`src/rtl/pcm2pdm_pkg.sv`:
```
// ---------------------------------------------------------------------------
// pcm2pdm_pkg
// Shared constants, types and small helpers for the PCM-to-PDM playback path.
//   MOD_WIDTH           default signed width of the modulator integrators
//   FB_POS / FB_NEG     feedback values for a PDM '1' / '0'
//   LFSR_SEED/LFSR_TAPS dither LFSR seed and tap mask (taps 16,14,13,11)
//   player_fsm_t        playback FSM states
//   modulator_state_t   snapshot of the modulator integrators and output bit
// ---------------------------------------------------------------------------
package pcm2pdm_pkg;

    localparam int MOD_WIDTH = 24;

    localparam int FB_POS = 32767;
    localparam int FB_NEG = -32768;

    localparam logic [15:0] LFSR_SEED = 16'hACE1;
    // Tap 16 is bit 15, tap 14 is bit 13, tap 13 is bit 12, tap 11 is bit 10.
    localparam logic [15:0] LFSR_TAPS = 16'hB400;

    typedef enum logic {
        IDLE,
        RUN
    } player_fsm_t;

    typedef struct packed {
        logic signed [MOD_WIDTH-1:0] int1;
        logic signed [MOD_WIDTH-1:0] int2;
        logic                        pdmBit;
    } modulator_state_t;

    // An oversampling ratio below 2 would leave the bit counter without a
    // distinct boundary, so it is promoted to 2.
    function automatic logic [6:0] osrEffective(input logic [6:0] osr);
        return (osr < 7'd2) ? 7'd2 : osr;
    endfunction

    // Fibonacci step: shift left, feedback is the XOR of the tapped bits.
    function automatic logic [15:0] lfsrNext(input logic [15:0] s);
        return {s[14:0], ^(s & LFSR_TAPS)};
    endfunction

endpackage

```
`src/rtl/player_audio_pipeline_if.sv`:
```
// ---------------------------------------------------------------------------
// player_audio_pipeline_if
// PCM sample stream into the playback path (valid/ready handshake).
//   pcm    signed Q1.15 sample
//   valid  pcm holds a sample
//   ready  sample buffer can accept
// Modports: master (sample source, e.g. APU FIFO), slave (player).
// ---------------------------------------------------------------------------
interface player_audio_pipeline_if;

    logic signed [15:0] pcm;
    logic               valid;
    logic               ready;

    modport master (
        output pcm,
        output valid,
        input  ready
    );

    modport slave (
        input  pcm,
        input  valid,
        output ready
    );

endinterface

```
`src/rtl/delta_sigma_modulator.sv`:
```
// ---------------------------------------------------------------------------
// delta_sigma_modulator
// Second-order 1-bit delta-sigma modulator with saturating integrators.
// Advances one step per strobe_i.
//   clk_i     system clock
//   rst_n_i   synchronous active-low reset
//   clear_i   synchronous clear of the integrators and output bit
//   strobe_i  advance one modulator step
//   x_i       signed 16-bit modulator input
//   pdm_o     registered 1-bit output
// ---------------------------------------------------------------------------
module delta_sigma_modulator #(
    parameter int MOD_WIDTH = 24
) (
    input  logic               clk_i,
    input  logic               rst_n_i,
    input  logic               clear_i,
    input  logic               strobe_i,
    input  logic signed [15:0] x_i,
    output logic               pdm_o
);
    import pcm2pdm_pkg::*;

    // Two guard bits keep integrator + input - feedback exact before clamping.
    localparam int SW = MOD_WIDTH + 2;

    localparam logic signed [MOD_WIDTH-1:0] INT_MAX = {1'b0, {(MOD_WIDTH-1){1'b1}}};
    localparam logic signed [MOD_WIDTH-1:0] INT_MIN = {1'b1, {(MOD_WIDTH-1){1'b0}}};
    localparam logic signed [SW-1:0]        SUM_MAX = {2'b00, INT_MAX};
    localparam logic signed [SW-1:0]        SUM_MIN = {2'b11, INT_MIN};
    localparam logic signed [SW-1:0]        FB_POS_W = SW'(FB_POS);
    localparam logic signed [SW-1:0]        FB_NEG_W = SW'(FB_NEG);

    logic signed [MOD_WIDTH-1:0] r_int1;
    logic signed [MOD_WIDTH-1:0] r_int2;
    logic                        r_pdm;

    logic signed [SW-1:0]        w_fb;
    logic signed [SW-1:0]        w_sum1;
    logic signed [SW-1:0]        w_sum2;
    logic signed [MOD_WIDTH-1:0] w_int1Next;
    logic signed [MOD_WIDTH-1:0] w_int2Next;

    // Clamp to the integrator range so a full-scale input can never wrap.
    function automatic logic signed [MOD_WIDTH-1:0] satMod(input logic signed [SW-1:0] v);
        if (v > SUM_MAX) begin
            return INT_MAX;
        end else if (v < SUM_MIN) begin
            return INT_MIN;
        end else begin
            return v[MOD_WIDTH-1:0];
        end
    endfunction

    // Next integrator values; the second stage integrates the updated first
    // stage, and both subtract the feedback of the bit currently on the line.
    always_comb begin
        w_fb       = r_pdm ? FB_POS_W : FB_NEG_W;
        w_sum1     = SW'(r_int1) + SW'(x_i) - w_fb;
        w_int1Next = satMod(w_sum1);
        w_sum2     = SW'(r_int2) + SW'(w_int1Next) - w_fb;
        w_int2Next = satMod(w_sum2);
    end

    // Modulator state advances only on a strobe; clear wipes it back to zero.
    always_ff @(posedge clk_i) begin
        if (!rst_n_i || clear_i) begin
            r_int1 <= '0;
            r_int2 <= '0;
            r_pdm  <= 1'b0;
        end else if (strobe_i) begin
            r_int1 <= w_int1Next;
            r_int2 <= w_int2Next;
            r_pdm  <= ~w_int2Next[MOD_WIDTH-1];
        end
    end

    assign pdm_o = r_pdm;

endmodule

```
`src/rtl/player_audio_pipeline.sv`:
```
// ---------------------------------------------------------------------------
// player_audio_pipeline
// PCM-to-PDM playback path: 1-entry sample buffer, zero-order hold of each
// sample for osr_i PDM bits, second-order delta-sigma modulator, and the PDM
// bit clock for the amplifier. Stereo uses two instances.
//   clk_i            system clock (single domain)
//   rst_n_i          synchronous active-low reset
//   clk_en_i         block enable; low flushes and halts everything
//   pcm_if           slave sample stream (pcm / valid / ready)
//   osr_i            PDM bits per PCM sample (values below 2 act as 2)
//   clock_divider_i  pdm_clk_o half period minus 1, in clk_i cycles
//   pdm_clk_o        PDM bit clock
//   pdm_o            PDM bitstream, changes on the falling edge of pdm_clk_o
//   underrun_o       one-cycle pulse: sample boundary in RUN with empty buffer
// Build option: define PLAYER_DITHER_EN to add +-4 LSB LFSR dither to the
// modulator input; without it the held sample is used exactly.
// ---------------------------------------------------------------------------
module player_audio_pipeline #(
    parameter int MOD_WIDTH     = 24,
    parameter int DIVIDER_WIDTH = 8
) (
    input  logic                     clk_i,
    input  logic                     rst_n_i,
    input  logic                     clk_en_i,
    player_audio_pipeline_if.slave   pcm_if,
    input  logic [6:0]               osr_i,
    input  logic [DIVIDER_WIDTH-1:0] clock_divider_i,
    output logic                     pdm_clk_o,
    output logic                     pdm_o,
    output logic                     underrun_o
);
    import pcm2pdm_pkg::*;

    logic [DIVIDER_WIDTH-1:0] r_divCnt;
    logic                     r_pdmClk;
    logic [6:0]               r_bitCnt;
    logic                     r_bufFull;
    logic signed [15:0]       r_bufData;
    logic signed [15:0]       r_curSample;
    player_fsm_t              r_state;
    logic                     r_underrun;

    logic                     w_ready;
    logic                     w_accept;
    logic                     w_strobe;
    logic                     w_boundary;
    logic [6:0]               w_osrEff;
    logic signed [15:0]       w_runSample;
    logic signed [15:0]       w_x;

    // The buffer only takes a sample while enabled and out of reset.
    assign w_ready      = clk_en_i & rst_n_i & ~r_bufFull;
    assign w_accept     = pcm_if.valid & w_ready;
    assign pcm_if.ready = w_ready;

    // A bit strobe is the cycle in which the bit clock falls; the amplifier
    // samples on the rising edge, so pdm_o is stable half a period before it.
    assign w_strobe   = clk_en_i & r_pdmClk & (r_divCnt == clock_divider_i);
    assign w_osrEff   = osrEffective(osr_i);
    assign w_boundary = w_strobe & (r_bitCnt == (w_osrEff - 7'd1));

    // Bit clock divider: count 0..clock_divider_i, then toggle and wrap.
    always_ff @(posedge clk_i) begin
        if (!rst_n_i || !clk_en_i) begin
            r_divCnt <= '0;
            r_pdmClk <= 1'b0;
        end else if (r_divCnt == clock_divider_i) begin
            r_divCnt <= '0;
            r_pdmClk <= ~r_pdmClk;
        end else begin
            r_divCnt <= r_divCnt + 1'b1;
        end
    end

    // Bit counter: counts strobes within one held sample.
    always_ff @(posedge clk_i) begin
        if (!rst_n_i || !clk_en_i) begin
            r_bitCnt <= '0;
        end else if (w_strobe) begin
            r_bitCnt <= w_boundary ? 7'd0 : r_bitCnt + 7'd1;
        end
    end

    // Buffer and playback FSM. At each boundary a full buffer moves into the
    // held sample (leaving IDLE on the first one); an empty buffer in RUN keeps
    // the old sample and flags an underrun. A load and an acceptance never
    // coincide because acceptance requires an empty buffer.
    always_ff @(posedge clk_i) begin
        if (!rst_n_i || !clk_en_i) begin
            r_state     <= IDLE;
            r_bufFull   <= 1'b0;
            r_bufData   <= '0;
            r_curSample <= '0;
            r_underrun  <= 1'b0;
        end else begin
            r_underrun <= 1'b0;
            if (w_boundary) begin
                if (r_bufFull) begin
                    r_curSample <= r_bufData;
                    r_bufFull   <= 1'b0;
                    r_state     <= RUN;
                end else if (r_state == RUN) begin
                    r_underrun <= 1'b1;
                end
            end
            if (w_accept) begin
                r_bufFull <= 1'b1;
                r_bufData <= pcm_if.pcm;
            end
        end
    end

`ifdef PLAYER_DITHER_EN
    logic [15:0]        r_lfsr;
    logic signed [16:0] w_dithered;

    // Dither LFSR steps once per PDM bit and restarts from the seed whenever
    // the block is flushed, so playback is repeatable after each enable.
    always_ff @(posedge clk_i) begin
        if (!rst_n_i || !clk_en_i) begin
            r_lfsr <= LFSR_SEED;
        end else if (w_strobe) begin
            r_lfsr <= lfsrNext(r_lfsr);
        end
    end

    // Offset of lfsr[2:0]-4 spans -4..+3; the result is clamped to 16 bits.
    assign w_dithered  = 17'(r_curSample) + $signed({14'b0, r_lfsr[2:0]}) - 17'sd4;
    assign w_runSample = (w_dithered[16] != w_dithered[15])
                       ? (w_dithered[16] ? 16'sh8000 : 16'sh7FFF)
                       : w_dithered[15:0];
`else
    assign w_runSample = r_curSample;
`endif

    // IDLE idles the line at 50% density by feeding zero.
    assign w_x = (r_state == RUN) ? w_runSample : 16'sd0;

    delta_sigma_modulator #(
        .MOD_WIDTH (MOD_WIDTH)
    ) u_modulator (
        .clk_i    (clk_i),
        .rst_n_i  (rst_n_i),
        .clear_i  (~clk_en_i),
        .strobe_i (w_strobe),
        .x_i      (w_x),
        .pdm_o    (pdm_o)
    );

    assign pdm_clk_o  = r_pdmClk;
    assign underrun_o = r_underrun;

endmodule

```
`src/flat_wrapper.sv`:
```
// flat-port wrapper written by rule: the top's interface ports become plain ports
module player_audio_pipeline_flat import pcm2pdm_pkg::*;
#(
    parameter int MOD_WIDTH     = 24,
    parameter int DIVIDER_WIDTH = 8
)
  (clk_i, rst_n_i, clk_en_i, osr_i, clock_divider_i, pdm_clk_o, pdm_o, underrun_o, pcm_if_pcm, pcm_if_valid, pcm_if_ready);
  player_audio_pipeline_if pcm_if_i ();
  input  logic clk_i;
  input  logic rst_n_i;
  input  logic clk_en_i;
  input  logic [6:0] osr_i;
  input  logic [DIVIDER_WIDTH-1:0] clock_divider_i;
  output logic pdm_clk_o;
  output logic pdm_o;
  output logic underrun_o;
  input wire logic [$bits(pcm_if_i.pcm)-1:0] pcm_if_pcm;
  input wire logic [$bits(pcm_if_i.valid)-1:0] pcm_if_valid;
  output wire logic [$bits(pcm_if_i.ready)-1:0] pcm_if_ready;
  assign pcm_if_i.pcm = pcm_if_pcm;
  assign pcm_if_i.valid = pcm_if_valid;
  assign pcm_if_ready = pcm_if_i.ready;
  player_audio_pipeline #(.MOD_WIDTH(MOD_WIDTH), .DIVIDER_WIDTH(DIVIDER_WIDTH)) u_core (.clk_i(clk_i), .rst_n_i(rst_n_i), .clk_en_i(clk_en_i), .pcm_if(pcm_if_i), .osr_i(osr_i), .clock_divider_i(clock_divider_i), .pdm_clk_o(pdm_clk_o), .pdm_o(pdm_o), .underrun_o(underrun_o));
endmodule
```
`config.mk`:
```
export PLATFORM = sky130hd
export DESIGN_NAME = player_audio_pipeline_flat
export DESIGN_NICKNAME = d
export VERILOG_FILES = /design/src/rtl/pcm2pdm_pkg.sv /design/src/rtl/player_audio_pipeline_if.sv /design/src/rtl/delta_sigma_modulator.sv /design/src/rtl/player_audio_pipeline.sv /design/src/flat_wrapper.sv
export SDC_FILE = /design/constraint.sdc
export NUM_CORES = 1
export LEC_CHECK = 0
export ABC_AREA = 1
export CORE_ASPECT_RATIO = 1.1
export CORE_UTILIZATION = 42
export DETAILED_ROUTE_END_ITERATION = 7
export HOLD_SLACK_MARGIN = 0.06
export PLACE_DENSITY = 0.58
export SYNTH_ARGS = -nofsm -noshare
export SYNTH_HDL_FRONTEND = slang
export SYNTH_SLANG_ARGS = --single-unit
```
`constraint.sdc`:
```
create_clock -name clk_i -period 8 [get_ports clk_i]
set_input_delay 0.8 -clock clk_i [delete_from_list [all_inputs] [get_ports clk_i]]
set_output_delay 0.8 -clock clk_i [all_outputs]
set_load 0.02 [all_outputs]
```
After elaboration in Yosys (flattened, before gate mapping)
Cells that the tools add are included.
{ "totals": {"latch_bits": 0, "register_bits": 100, "mem_bits_rw": 0, "n_memories": 0, "wordCells": 55, "mem_bits_ro": 0, "input_bits": 35, "out_inout_bits": 4} }
{ "classes": {"n_mul": 0, "n_reduce_logical": 8, "shifts": 0, "n_addsub": 7, "n_div": 0, "eq_ne": 2, "n_mux": 11, "n_bitwise": 11, "n_lt_le_gt_ge": 5} }
{ "ops": {"columns": ["operator", "n"], "rows": [
  ["$mux 24", 4],
  ["$gt 26x24->1 const B", 2],
  ["$lt 26x24->1 const B", 2],
  ["$sub 25x26->26", 2],
  ["$mux 26", 1],
  ["$add 24x16->25", 1],
  ["$add 24x24->25", 1],
  ["$mux 16", 1],
  ["$mux 7", 2],
  ["$add 8x1->8 const B", 1],
  ["$eq 8x8->1", 1],
  ["$add 7x1->7 const B", 1],
  ["$eq 7x7->1", 1],
  ["$lt 7x2->1 const B", 1],
  ["$sub 7x1->7 const B", 1],
  ["$and 1x1->1", 6],
  ["$not 1->1", 5],
  ["$mux 1", 3],
  ["$reduce_or 3->1", 1],
  ["$logic_not 1->1", 2],
  ["$logic_or 1x1->1", 2],
  ["$reduce_and 2->1", 1],
  ["$reduce_bool 2->1", 1],
  ["$reduce_or 2->1", 1]
]} }

Logic depth before layout (Yosys ltp)
{ "logic_depth": {"depth_word": 12, "ltp_mapped": 40, "ltp_nobuf": 37} }

Hierarchy
From an unflattened synthesis, not the netlist that was laid out.
{ "unflattened": {"hier_cells": 1455, "hier_area_um2": 9326.4} }
{ "by_module_without_submodules": {"columns": ["mod", "cells_per_inst", "area_each_um2", "seq_area_each_um2", "instances"], "rows": [
  ["delta_sigma_modulator", 1077, 6716.4, 980.9, 1],
  ["player_audio_pipeline", 378, 2610.0, 1021.0, 1]
]} }

Least setup slack after synthesis
No wires, ideal clock.
{ "synth_path": {"path_type": "register to register", "start": "register u_core.u_modulator.r_pdm (netlist: u_core.u_modulator.pdm_o)", "end": "register u_core.u_modulator.r_int2[16]", "synth_period_minus_slack_ps": 7654, "path_buffers": 2, "setup_slack_ps": 346, "setup_ps": 119, "stages_incl_launch_ff": 32, "t_arrival_ps": 7535, "path_cell_list": "dfxtp_1 -> inv_1 -> fa_1 -> inv_1 -> fa_1 -> o21ai_1 -> nand2_1 -> nand2_1 -> nand2_1 -> nand3_1 -> nand2_1 -> nand2_1 -> nand2_1 -> nand2_1 -> buf_4 -> nand2_1 -> nand2_1 -> inv_1 -> fa_1 -> inv_1 -> ha_1 -> nand2_1 -> nand2_1 -> a21oi_1 -> nand2_1 -> a21oi_1 -> nand2_1 -> nand2_1 -> nand2_1 -> a21oi_1 -> buf_2 -> a21oi_1"} }
{ "synth_via": {"elab_chain_len": 10, "word_cells_on_any_way": 12, "cone_classes": "3 x add/sub; 4 x order compare; 5 x mux"} }
{ "synth_lines": {"columns": ["item", "line", "rtl"], "rows": [
  ["start: declaration", "delta_sigma_modulator.sv:36", "logic r_pdm;"],
  ["start signal: assignment", "delta_sigma_modulator.sv:74", "r_pdm <= ~w_int2Next[MOD_WIDTH-1];"],
  ["$mux 26 *", "delta_sigma_modulator.sv:58", "w_fb = r_pdm ? FB_POS_W : FB_NEG_W;"],
  ["$sub 25x26->26", "delta_sigma_modulator.sv:59", "w_sum1 = SW'(r_int1) + SW'(x_i) - w_fb;"],
  ["$lt 26x24->1", "delta_sigma_modulator.sv:48", "end else if (v < SUM_MIN) begin"],
  ["$mux 24", "delta_sigma_modulator.sv:48", null],
  ["$mux 24", "delta_sigma_modulator.sv:46", "if (v > SUM_MAX) begin"],
  ["$add 24x24->25", "delta_sigma_modulator.sv:61", "w_sum2 = SW'(r_int2) + SW'(w_int1Next) - w_fb;"],
  ["$sub 25x26->26 *", "delta_sigma_modulator.sv:61", null],
  ["$lt 26x24->1", "delta_sigma_modulator.sv:48", null],
  ["$mux 24", "delta_sigma_modulator.sv:48", null],
  ["$mux 24 *", "delta_sigma_modulator.sv:46", null],
  ["end signal: assignment", "delta_sigma_modulator.sv:73", "r_int2 <= w_int2Next;"],
  ["end: declaration", "delta_sigma_modulator.sv:35", "logic signed [MOD_WIDTH-1:0] r_int2;"]
]} }
Every way passes the cells marked *; elsewhere a longest branch is shown, timed or not.
A chain may end at the register's enable or synchronous reset.

Worst setup path in the final report
{ "layout_path": {"start": "register u_core.r_state", "end": "register u_core.u_modulator.r_int2[2]"} }
{ "layout_via": {"elab_chain_len": 11, "word_cells_on_any_way": 13, "cone_classes": "4 x add/sub; 4 x order compare; 5 x mux"} }
{ "layout_lines": {"columns": ["item", "line", "rtl"], "rows": [
  ["start: declaration", "player_audio_pipeline.sv:40", "player_fsm_t r_state;"],
  ["start signal: assignment", "player_audio_pipeline.sv:90", "r_state <= IDLE;"],
  ["start signal: assignment", "player_audio_pipeline.sv:101", "r_state <= RUN;"],
  ["$mux 16 *", "player_audio_pipeline.sv:137", "assign w_x = (r_state == RUN) ? w_runSample : 16'sd0;"],
  ["$add 24x16->25 *", "delta_sigma_modulator.sv:59", null],
  ["$sub 25x26->26 *", "delta_sigma_modulator.sv:59", null],
  ["$lt 26x24->1", "delta_sigma_modulator.sv:48", null],
  ["$mux 24", "delta_sigma_modulator.sv:48", null],
  ["$mux 24 *", "delta_sigma_modulator.sv:46", null],
  ["$add 24x24->25 *", "delta_sigma_modulator.sv:61", null],
  ["$sub 25x26->26 *", "delta_sigma_modulator.sv:61", null],
  ["$lt 26x24->1", "delta_sigma_modulator.sv:48", null],
  ["$mux 24", "delta_sigma_modulator.sv:48", null],
  ["$mux 24 *", "delta_sigma_modulator.sv:46", null]
]} }
Marks and branches as above.

==> insert_results.sql <==
INSERT INTO impl_metrics (metric_group, metric, value, unit) VALUES
('floorplan', 'die_height', '157', 'µm'),
('final_layout', 'post_layout_utilization_of_the_core', '0.473', ''),
('final_layout', 'layout_cells_sized_above_1', '0.0365', ''),
('placement', 'finalWeightedCongestion', '0.929', ''),
('synth', 'synth_compound_gate_area_share', '0.0962', ''),
('floorplan', 'initial_utilization', '0.430', ''),
('setup_path', 'worstSetupStartpointType', 'flop', ''),
('timing', 'timing.slew.headroom', '0.377', ''),
('global_route', 'grt_first_pass_wirelength', '39800', 'µm'),
('final_layout', 'finalNetCount', '1614', ''),
('floorplan', 'io-pin-count', '39', ''),
('timing', 'layout_setup_ws', '824', 'ps'),
('timing', 'finalCriticalPeriod', '7180', 'ps'),
('job', 'cap_viol_max_count', '0', ''),
('floorplan', 'fp.coreArea', '21400', 'µm²'),
('cts', 'post_cts.repair.setup_buffers', '0', ''),
('setup_path', 'worstPathMaxFanout', '23', ''),
('global_route', 'via_count_of_the_first_global_routing_pass', '8331', ''),
('pwr', 'pwr-share-seq', '0.501', ''),
('timing', 'grt_setup_unrepaired', 'no', ''),
('route', 'detail_route.wirelength', '23100', 'µm'),
('cts', 'clock_tree.root_cell', 'sky130_fd_sc_hd__clkbuf_16', ''),
('synth', 'synth-async-reset-ratio', '0', ''),
('setup_path', 'worst-endpoint-required', '8290', 'ps'),
('synth', 'cell_variety_after_synth', '36', ''),
('synth', 'yosys.area_share.adder', '0.179', ''),
('timing', 'finClkSkew', '13.6', 'ps'),
('floorplan', 'die_width', '143', 'µm'),
('pwr', 'internal_power', '748', 'µW'),
('min_path', 'holdCritPathClass', 'flop to flop', ''),
('floorplan', 'std_cell_rows', '56', ''),
('placement', 'dpl.hpwl', '18100', 'µm'),
('cts', 'cts_made_buffers', '9', ''),
('placement', 'port_buffers', '38', ''),
('timing', 'worst-slew-pin-transition', '934', 'ps'),
('cts', 'hold_fix_buffer_count_after_cts', '0', ''),
('pwr', 'combPwrFrac', '0.058', ''),
('timing', 'final-hold-violation-count', '0', ''),
('cts', 'worst_skew_pair.late_latency', '360', 'ps'),
('cts', 'cts_resized', '0', ''),
('floorplan', 'die-area', '22600', 'µm²'),
('setup_path', 'crit_type', 'flop to flop', ''),
('setup_path', 'critical-path-top-cell-by-count', 'sky130_fd_sc_hd__nand2_1', ''),
('outcome', 'status', 'complete, no violations', ''),
('synth', 'register_bit_count_reported_by_yosys', '100', ''),
('synth', 'synth_nets', '1594', ''),
('route', 'route.detailed.vias_per_inst', '4.79', ''),
('synth', 'synthCells', '1456', ''),
('final_layout', 'fin_cells', '1771', ''),
('timing', 'setup-violations-final', '0', ''),
('timing', 'max_freq', '0.139', 'GHz'),
('route', 'amount_of_wire_on_met2_after_detailed_routing', '11100', 'µm'),
('setup_path', 'worstSetupEndpointType', 'flop', ''),
('synth', 'synthXorXnorAreaFrac', '0.0465', ''),
('synth', 'yosys.area_share.simple', '0.320', ''),
('final_layout', 'seq_area', '2000', 'µm²'),
('pwr', 'power_density', '99.2', 'nW/µm²'),
('setup_path', 'slowest_stage_delay_cp', '700', 'ps'),
('global_route', 'antenna_violations_before_repair', '0', ''),
('route', 'met3_wirelength', '596', 'µm'),
('route', 'drt-wirelength-per-cell', '13.1', 'µm'),
('cts', 'clock_sink_count', '100', ''),
('cts', 'clock_path_buffers', '2', ''),
('synth', 'netlist_area', '9220', 'µm²'),
('setup_path', 'worst_path_max_delay_cell', 'sky130_fd_sc_hd__dfxtp_1', ''),
('route', 'drt_iter0_markers', '357', ''),
('pwr', 'p_total', '1010', 'µW'),
('placement', 'place.detailed.instances', '1755', ''),
('synth', 'synth_ff_type', 'sky130_fd_sc_hd__dfxtp_1', ''),
('pwr', 'total_switching_power', '259', 'µW'),
('synth', 'largest_family_of_logic_cells_by_synthesized_area', 'simple AND/OR/NAND/NOR gates', '');
-- layer usage --
metal / GRT usage / vias to the layer above
met4: 0.0618 / 0
met1: 0.283 / 3849
met2: 0.396 / 127
met5: 0 / -
met3: 0.0243 / 26
li1: - / 4488
-- power by group through the flow --
stage          clock [µW]  combinational (µW)  sequential [µW]
2_1_floorplan           0                32.6              514
3_3_place_gp            0                57.7              516
3_5_place_dp            0                58.1              516
4_1_cts               456                58.3              504
5_1_grt               476                65.8              505
6_report              444                57.9              504
-- kinds of logic after synthesis --
family	count (synthesis)
adders and majority gates	103
AOI/OAI and AO/OA	163
DFF	100
and+or+nand+nor	705
xor gates and xnor gates	49
buffers and inverters	336
-- metrics by stage --
step	area [µm²]	hold slack [ps]
global placement	9850	452
finish	10100	468
detailed placement	9850	456
global route	10100	498
CTS	10100	472
floorplan	9220	440
-- synthesized netlist by cell type, types with 12 or more instances --
cell	n	area (µm²)
sky130_fd_sc_hd__a21oi_1	101	505
sky130_fd_sc_hd__clkbuf_1	15	56.3
sky130_fd_sc_hd__xnor2_1	14	123
sky130_fd_sc_hd__o21ai_0	33	165
sky130_fd_sc_hd__fa_1	48	961
sky130_fd_sc_hd__buf_2	13	65.1
sky130_fd_sc_hd__dfxtp_1	100	2000
sky130_fd_sc_hd__nor2_1	111	417
sky130_fd_sc_hd__nor3_1	13	65.1
sky130_fd_sc_hd__o31ai_1	16	120
sky130_fd_sc_hd__nand3_1	80	400
sky130_fd_sc_hd__inv_1	299	1120
sky130_fd_sc_hd__nand4_1	18	113
sky130_fd_sc_hd__nand2_1	446	1670
sky130_fd_sc_hd__nor2_2	12	75.1
sky130_fd_sc_hd__xor2_1	35	307
sky130_fd_sc_hd__ha_1	55	688
-- worst max-delay path: cells and delay by family, from the launching register on --
family	cells	cell delay (ps)
flops	1	700
buf+inv	5	360
compound gates	2	420
simple gates	22	3730
fa+ha+maj	4	1880
-- final cells by class --
cell class | count | share of cell area
Clock buffer | 9 | 0.0222
Clock inverter | 7 | 0.00679
Inverter | 301 | 0.111
Multi-Input combinational cell | 1020 | 0.584
Sequential cell | 100 | 0.198
Tap cell | 290 | 0.0358
Timing Repair Buffer | 44 | 0.0419
-- worst paths after layout --
path,from,depth (start not counted),end,slack (ps)
hold / removal,u_core.r_curSample[3],2,u_core.r_curSample[3],470
hold reg to reg,u_core.r_curSample[3],2,u_core.r_curSample[3],470
setup / recovery,u_core.r_state,33,u_core.u_modulator.r_int2[2],820
setup reg to reg,u_core.r_state,33,u_core.u_modulator.r_int2[2],820
-- registers in the layout (all words and copies together), names as in the netlist --
| register | flops |
|---|---|
| u_core.r_state | 1 |
| u_core.u_modulator.r_int1 | 24 |
| u_core.r_bitCnt | 7 |
| u_core.r_bufData | 16 |
| u_core.u_modulator.pdm_o | 1 |
| u_core.r_bufFull | 1 |
| u_core.r_divCnt | 8 |
| u_core.u_modulator.r_int2 | 24 |
| u_core.r_curSample | 16 |
| u_core.underrun_o | 1 |
| u_core.pdm_clk_o | 1 |
-- placed cells by master, fill, tap and decap left out, types with 3 or more instances in the layout --
cell type                         netlist  final
sky130_fd_sc_hd__nand2_1              446    445
sky130_fd_sc_hd__inv_1                299    299
sky130_fd_sc_hd__nor2_1               111    111
sky130_fd_sc_hd__a21oi_1              101    101
sky130_fd_sc_hd__dfxtp_1              100     99
sky130_fd_sc_hd__nand3_1               80     80
sky130_fd_sc_hd__ha_1                  55     55
sky130_fd_sc_hd__fa_1                  48     48
sky130_fd_sc_hd__clkdlybuf4s50_1        0     38
sky130_fd_sc_hd__xor2_1                35     35
sky130_fd_sc_hd__o21ai_0               33     33
sky130_fd_sc_hd__nand4_1               18     18
sky130_fd_sc_hd__o31ai_1               16     16
sky130_fd_sc_hd__xnor2_1               14     14
sky130_fd_sc_hd__nor3_1                13     13
sky130_fd_sc_hd__nor2_2                12     12
sky130_fd_sc_hd__clkbuf_16              0      9
sky130_fd_sc_hd__o21bai_1               7      7
sky130_fd_sc_hd__buf_4                  2      6
sky130_fd_sc_hd__nand3b_1               5      5
sky130_fd_sc_hd__or2_2                  5      5
sky130_fd_sc_hd__nand2_2                2      3
sky130_fd_sc_hd__nor2_4                 3      3
sky130_fd_sc_hd__nor3b_1                4      3
sky130_fd_sc_hd__inv_6                  0      3
Note: power is estimated with default switching activity, not from simulation.
